[src/rtl/demux_collector.sv]
// Serial-to-parallel collector: one bit per accept steered into word position
// by in_sel or an auto-increment pointer; full word is offered on valid/ready.
module demux_collector_cell (
   input  logic clk,
   input  logic rst,
   input  logic clear,
   input  logic wr,
   input  logic xfer,
   input  logic d,
   output logic b,
   output logic m
);
   // B is not cleared on transfer, only the mask: the delivered word lingers
   always_ff @(posedge clk or posedge rst) begin
      if (rst) begin
         b <= 1'b0;
         m <= 1'b0;
      end else if (clear) begin
         b <= 1'b0;
         m <= 1'b0;
      end else if (xfer) begin
         m <= 1'b0;
      end else if (wr) begin
         b <= d;
         m <= 1'b1;
      end
   end
endmodule

module demux_collector #(
   parameter int N    = 8,
   parameter int SELW = 3
) (
   input  logic            clk,
   input  logic            rst,
   input  logic            clear,
   input  logic            auto_mode,
   input  logic            in_valid,
   output logic            in_ready,
   input  logic            in_bit,
   input  logic [SELW-1:0] in_sel,
   output logic [N-1:0]    B,
   output logic [N-1:0]    fill_mask,
   output logic            out_valid,
   input  logic            out_ready
);
   typedef enum logic [1:0] {IDLE, FILL, HOLD} state_t;

   state_t          state;
   logic [SELW-1:0] ptr;
   logic [SELW-1:0] addr;
   logic            accept;
   logic            xfer;
   logic [N-1:0]    wr_vec;
   logic [N-1:0]    next_mask;

   assign accept    = in_valid && in_ready;
   assign xfer      = out_valid && out_ready;
   assign addr      = auto_mode ? ptr : in_sel;
   assign next_mask = fill_mask | wr_vec;

   genvar i;
   generate
      for (i = 0; i < N; i++) begin : g_bit
         assign wr_vec[i] = accept && (addr == SELW'(i));
         demux_collector_cell u_cell (
            .clk   (clk),
            .rst   (rst),
            .clear (clear),
            .wr    (wr_vec[i]),
            .xfer  (xfer),
            .d     (in_bit),
            .b     (B[i]),
            .m     (fill_mask[i])
         );
      end
   endgenerate

   // ptr wraps naturally since N is a power of two
   always_ff @(posedge clk or posedge rst) begin
      if (rst) begin
         state     <= IDLE;
         ptr       <= '0;
         out_valid <= 1'b0;
         in_ready  <= 1'b1;
      end else if (clear) begin
         state     <= IDLE;
         ptr       <= '0;
         out_valid <= 1'b0;
         in_ready  <= 1'b1;
      end else begin
         case (state)
            IDLE, FILL: begin
               if (accept) begin
                  if (auto_mode) ptr <= ptr + 1'b1;
                  if (&next_mask) begin
                     state     <= HOLD;
                     out_valid <= 1'b1;
                     in_ready  <= 1'b0;
                  end else begin
                     state <= FILL;
                  end
               end
            end
            HOLD: begin
               if (xfer) begin
                  state     <= IDLE;
                  ptr       <= '0;
                  out_valid <= 1'b0;
                  in_ready  <= 1'b1;
               end
            end
            default: state <= IDLE;
         endcase
      end
   end
endmodule

[config.mk]
export PLATFORM = sky130hd
export DESIGN_NAME = demux_collector
export DESIGN_NICKNAME = d
export VERILOG_FILES = /design/src/rtl/demux_collector.sv
export SDC_FILE = /design/constraint.sdc
export NUM_CORES = 1
export LEC_CHECK = 0
export CORE_ASPECT_RATIO = 1.5
export CORE_MARGIN = 2
export CORE_UTILIZATION = 55
export DETAILED_ROUTE_END_ITERATION = 10
export DONT_BUFFER_PORTS = 1
export GPL_ROUTABILITY_DRIVEN = 1
export MAX_ROUTING_LAYER = met4
export PLACE_DENSITY = 0.7
export REMOVE_ABC_BUFFERS = 1
export SYNTH_ARGS = -nofsm -noshare
export SYNTH_HDL_FRONTEND = slang
export SYNTH_SLANG_ARGS = --single-unit
[constraint.sdc]
create_clock -name clk -period 2.5 [get_ports clk]
set_input_delay 0.5 -clock clk [delete_from_list [all_inputs] [get_ports clk]]
set_output_delay 0.5 -clock clk [all_outputs]
set_load 0.01 [all_outputs]
==> flow_summary_export.csv <==
group,metric,value,unit
layout,number_of_filler_cells_placed_in_the_layout,231,
yosys,synth_cell_type_count,36,
yosys,netlist_area,1390,µm²
sta,timing.final.setup_violations,0,
yosys,synth.largest_area_cell,"sky130_fd_sc_hd__dfrtp_1",
setup_path,worst_setup_path_start_kind,"flop",
drt,drc,0,
drt,ant_nets,0,
sta,finClkSkew,5.92,ps
sta,max_slew.worst_pin.slew,874,ps
drt,dr.pass1.iters,4,
cts,postCtsResizedCells,0,
layout,final_cell_area,1270,µm²
drt,via_count,914,
pwr,power_report.internal_total,0.000500,W
placed_design,postPlaceCellArea,1240,µm²
drt,vias_per_cell,6.44,
drt,routedWlPerCell,18.1,µm
yosys,post_synth_main_area_contributors,"sky130_fd_sc_hd__dfrtp_1 (40%), sky130_fd_sc_hd__buf_4 (8.7%), sky130_fd_sc_hd__mux2i_1 (5.0%), sky130_fd_sc_hd__nor2_1 (4.9%), sky130_fd_sc_hd__mux2i_4 (3.2%)",
die,floorplan.initialDensity,57.3,%
setup_path,cp_cell_sequence,"nand2_1 -> nor3_2 -> a32oi_1 -> a2111oi_4 -> a32o_1",
setup_path,worst-endpoint-required,2760,ps
layout,utilization,52.3,%
die,rows,22,
layout,antenna_cells,0,
cts,cts_inserted_buffers,3,
cts,clk_transition_reported_paths,130,ps
placed_design,dp_worst_setup_slack,480,ps
sta,min_period,2060,ps
setup_path,worst_path_max_delay_cell,"sky130_fd_sc_hd__dfstp_2",
sta,fin_crit_sh,82.4,%
sta,layout_setup_ws,441,ps
drt,met2WireLength,1360,µm
pwr,power.net_switching,0.000212,W
min_path,min-delay-path-class,"in -> reg",
pwr,netSwitchingFraction,29.8,%
sta,final.setup.tns,0,ps
yosys,synth_xor_area_share,0,%
yosys,synthAdderAreaFrac,0.902,%
cts,postCtsSetupBuffers,0,
setup_path,setup.worst_path.end_class,"flop",
cts,clock_latency,320,ps
cts,number_of_buffers_on_the_longest_clock_path,2,
setup_path,path_class,"reg -> reg",
layout,final_layout_size_suffix_gt1_share,16.9,%
yosys,ys_dominant_reg_cell,"sky130_fd_sc_hd__dfrtp_1",
cts,cts_num_sinks,23,
yosys,synthDominantCellAreaShare,39.7,%
yosys,synth.ff_latch_count,23,
placed_design,detailedPlacementHpwl,1930,µm
pwr,pwr_density_cell,562,nW/µm²
setup_path,critical-path-max-stage-delay,600,ps
grt,grt_antenna_before_repair,0,
grt,grt_max_degree,24,
die,fp.dieW,45.0,µm
layout,layout.area.seq,577,µm²
sta,hold_viol,0,
die,die_height,65.5,µm
flow_run,cap_viol_max_count,0,
pwr,power.combinational.fraction,16.8,%
drt,initialDrtViolationCount,19,
yosys,synth_top_family_by_area,"simple AND/OR/NAND/NOR gates",
placed_design,final_replace_weighted_congestion,0.782,
cts,h-tree-depth,1,
die,die_area,2950,µm²
yosys,post_synth_mux_area_share,10.2,%
grt,track_usage,21.1,%
yosys,yosysWarningCount,0,
die,core_area,2420,µm²
yosys,synth_area_per_cell,10.2,µm²
layout,flow.area_growth_from_synthesis,-8.66,%
status,status,"finished, final reports clean",
pwr,clock_power_share,24.6,%
drt,route.top_layer_used,"met4",
sta,fmax,0.486,GHz
sta,hold_slack,223,ps
layout,multiInputGateArea,629,µm²
pwr,seq_power_share,58.6,%
yosys,seq_area_frac_synth,41.6,%
sta,max_slew_margin,41.7,%
grt,vias_in_the_first_global_route,991,
cts,cts-hold-fix-buffers,0,
pwr,vdd.ir_drop.worst,0.375,mV
layout,num-nets-final,130,
pwr,power.leakage,0.573,nW
drt,wl,2560,µm
grt,global_route_wire_length_before_repair,4560,µm
grt,global_route.overflow_total,0,
drt,route.met3.wl,139,µm
yosys,post_synth_simple_gate_area,18.2,%
cts,clock_tree.root_cell,"sky130_fd_sc_hd__clkbuf_4",
setup_path,critPathMaxFanout,6,
cts,cts_tree,"yes",
yosys,synth-edff-count,0,
placed_design,numPortBuffers,0,
die,ports_placed_on_the_boundary,28,
setup_path,worst_ep_arrival_time,2320,ps
drt,route.layer.met1.wl,1010,µm
yosys,synth_compound_gate_area_share,16.1,%
yosys,asyncSetResetFlopFracSynth,100,%
yosys,synthCells,136,
sta,rsz0062_at_grt,"no",
sta,timing.final.max_slew_violations,0,
## power by group through the flow
stage / Clock (W) / Combinational (W) / Sequential (W)
after floorplan: 0 / 0.0000991 / 0.000419
after global placement: 0 / 0.000117 / 0.000425
after detailed placement: 0 / 0.000121 / 0.000426
after CTS: 0.000180 / 0.000121 / 0.000419
after global routing: 0.000196 / 0.000137 / 0.000421
final: 0.000175 / 0.000120 / 0.000418
## through the flow
stage,total power (W),std cells
global route,0.000754,142
detailed placement,0.000547,138
finish,0.000713,142
floorplan,0.000518,114
CTS,0.000720,142
global placement,0.000542,138
## worst max-delay path, delay by kind of cell (launching register included)
kind             cells  cell delay [ps]
AND/OR/NAND/NOR      2              590
AO/OA/AOI/OAI        3              810
flip-flops           1              600
## cell type report
type | count | share of cell area, %
Multi-Input combinational cell | 90 | 49.7
Clock inverter | 1 | 0.395
Inverter | 1 | 0.296
Sequential cell | 23 | 45.5
Clock buffer | 3 | 1.78
Tap cell | 24 | 2.37
## state kept, by name (all words and copies together) (netlist names)
register,cells
g_bit.u_cell.m,8
in_ready,1
ptr,3
state,2
g_bit.u_cell.b,8
out_valid,1
## layout by cell type (no fill, tap or decap), types with 2 or more instances in the layout
master,count
sky130_fd_sc_hd__dfrtp_1,22
sky130_fd_sc_hd__nand2_1,10
sky130_fd_sc_hd__a21oi_1,8
sky130_fd_sc_hd__o21ai_0,7
sky130_fd_sc_hd__a41o_2,3
sky130_fd_sc_hd__mux2i_1,7
sky130_fd_sc_hd__a31o_2,2
sky130_fd_sc_hd__nand2b_1,2
sky130_fd_sc_hd__mux2i_4,2
sky130_fd_sc_hd__nand3_1,6
sky130_fd_sc_hd__a32oi_1,2
sky130_fd_sc_hd__nor3_1,2
sky130_fd_sc_hd__nor2b_1,5
sky130_fd_sc_hd__clkbuf_4,3
sky130_fd_sc_hd__nor2_1,18
## cells in the mapped netlist, types with 2 or more instances
cell type,number
sky130_fd_sc_hd__a32oi_1,2
sky130_fd_sc_hd__a31o_2,2
sky130_fd_sc_hd__nor2b_1,5
sky130_fd_sc_hd__buf_4,16
sky130_fd_sc_hd__nor2_1,18
sky130_fd_sc_hd__mux2i_4,2
sky130_fd_sc_hd__nand2_1,10
sky130_fd_sc_hd__nand3_1,6
sky130_fd_sc_hd__nor3_1,2
sky130_fd_sc_hd__nand2b_1,2
sky130_fd_sc_hd__clkbuf_8,2
sky130_fd_sc_hd__buf_6,2
sky130_fd_sc_hd__a21oi_1,8
sky130_fd_sc_hd__dfrtp_1,22
sky130_fd_sc_hd__a41o_2,3
sky130_fd_sc_hd__o21ai_0,7
sky130_fd_sc_hd__mux2i_1,7
sky130_fd_sc_hd__clkbuf_1,2
## final timing paths
kind | start | end | slack (ps) | cells past startpoint
max | in_ready | out_valid | 440 | 5
min | clear | g_bit[7].u_cell.b | 220 | 1
max reg2reg | in_ready | out_valid | 440 | 5
min reg2reg | ptr[0] | ptr[0] | 570 | 1
max in group asynchronous | rst | g_bit[5].u_cell.b | 1730 | 1
min in group asynchronous | rst | g_bit[7].u_cell.m | 240 | 1
## logic make-up (layout without fill, tap and decap cells)
logic type,Yosys count,in the layout
adders and majority gates,1,1
and+or+nand+nor,50,50
DFF,23,23
muxes,11,11
AOI/OAI and AO/OA,28,28
buffers and inverters,23,5
## metal layers
layer	global-route usage [%]	vias to the layer above
li1	-	432
met1	25.6	451
met2	34.1	26
met3	3.57	5
met4	8.82	0
met5	-	-
(Power assumes the default switching activity.)
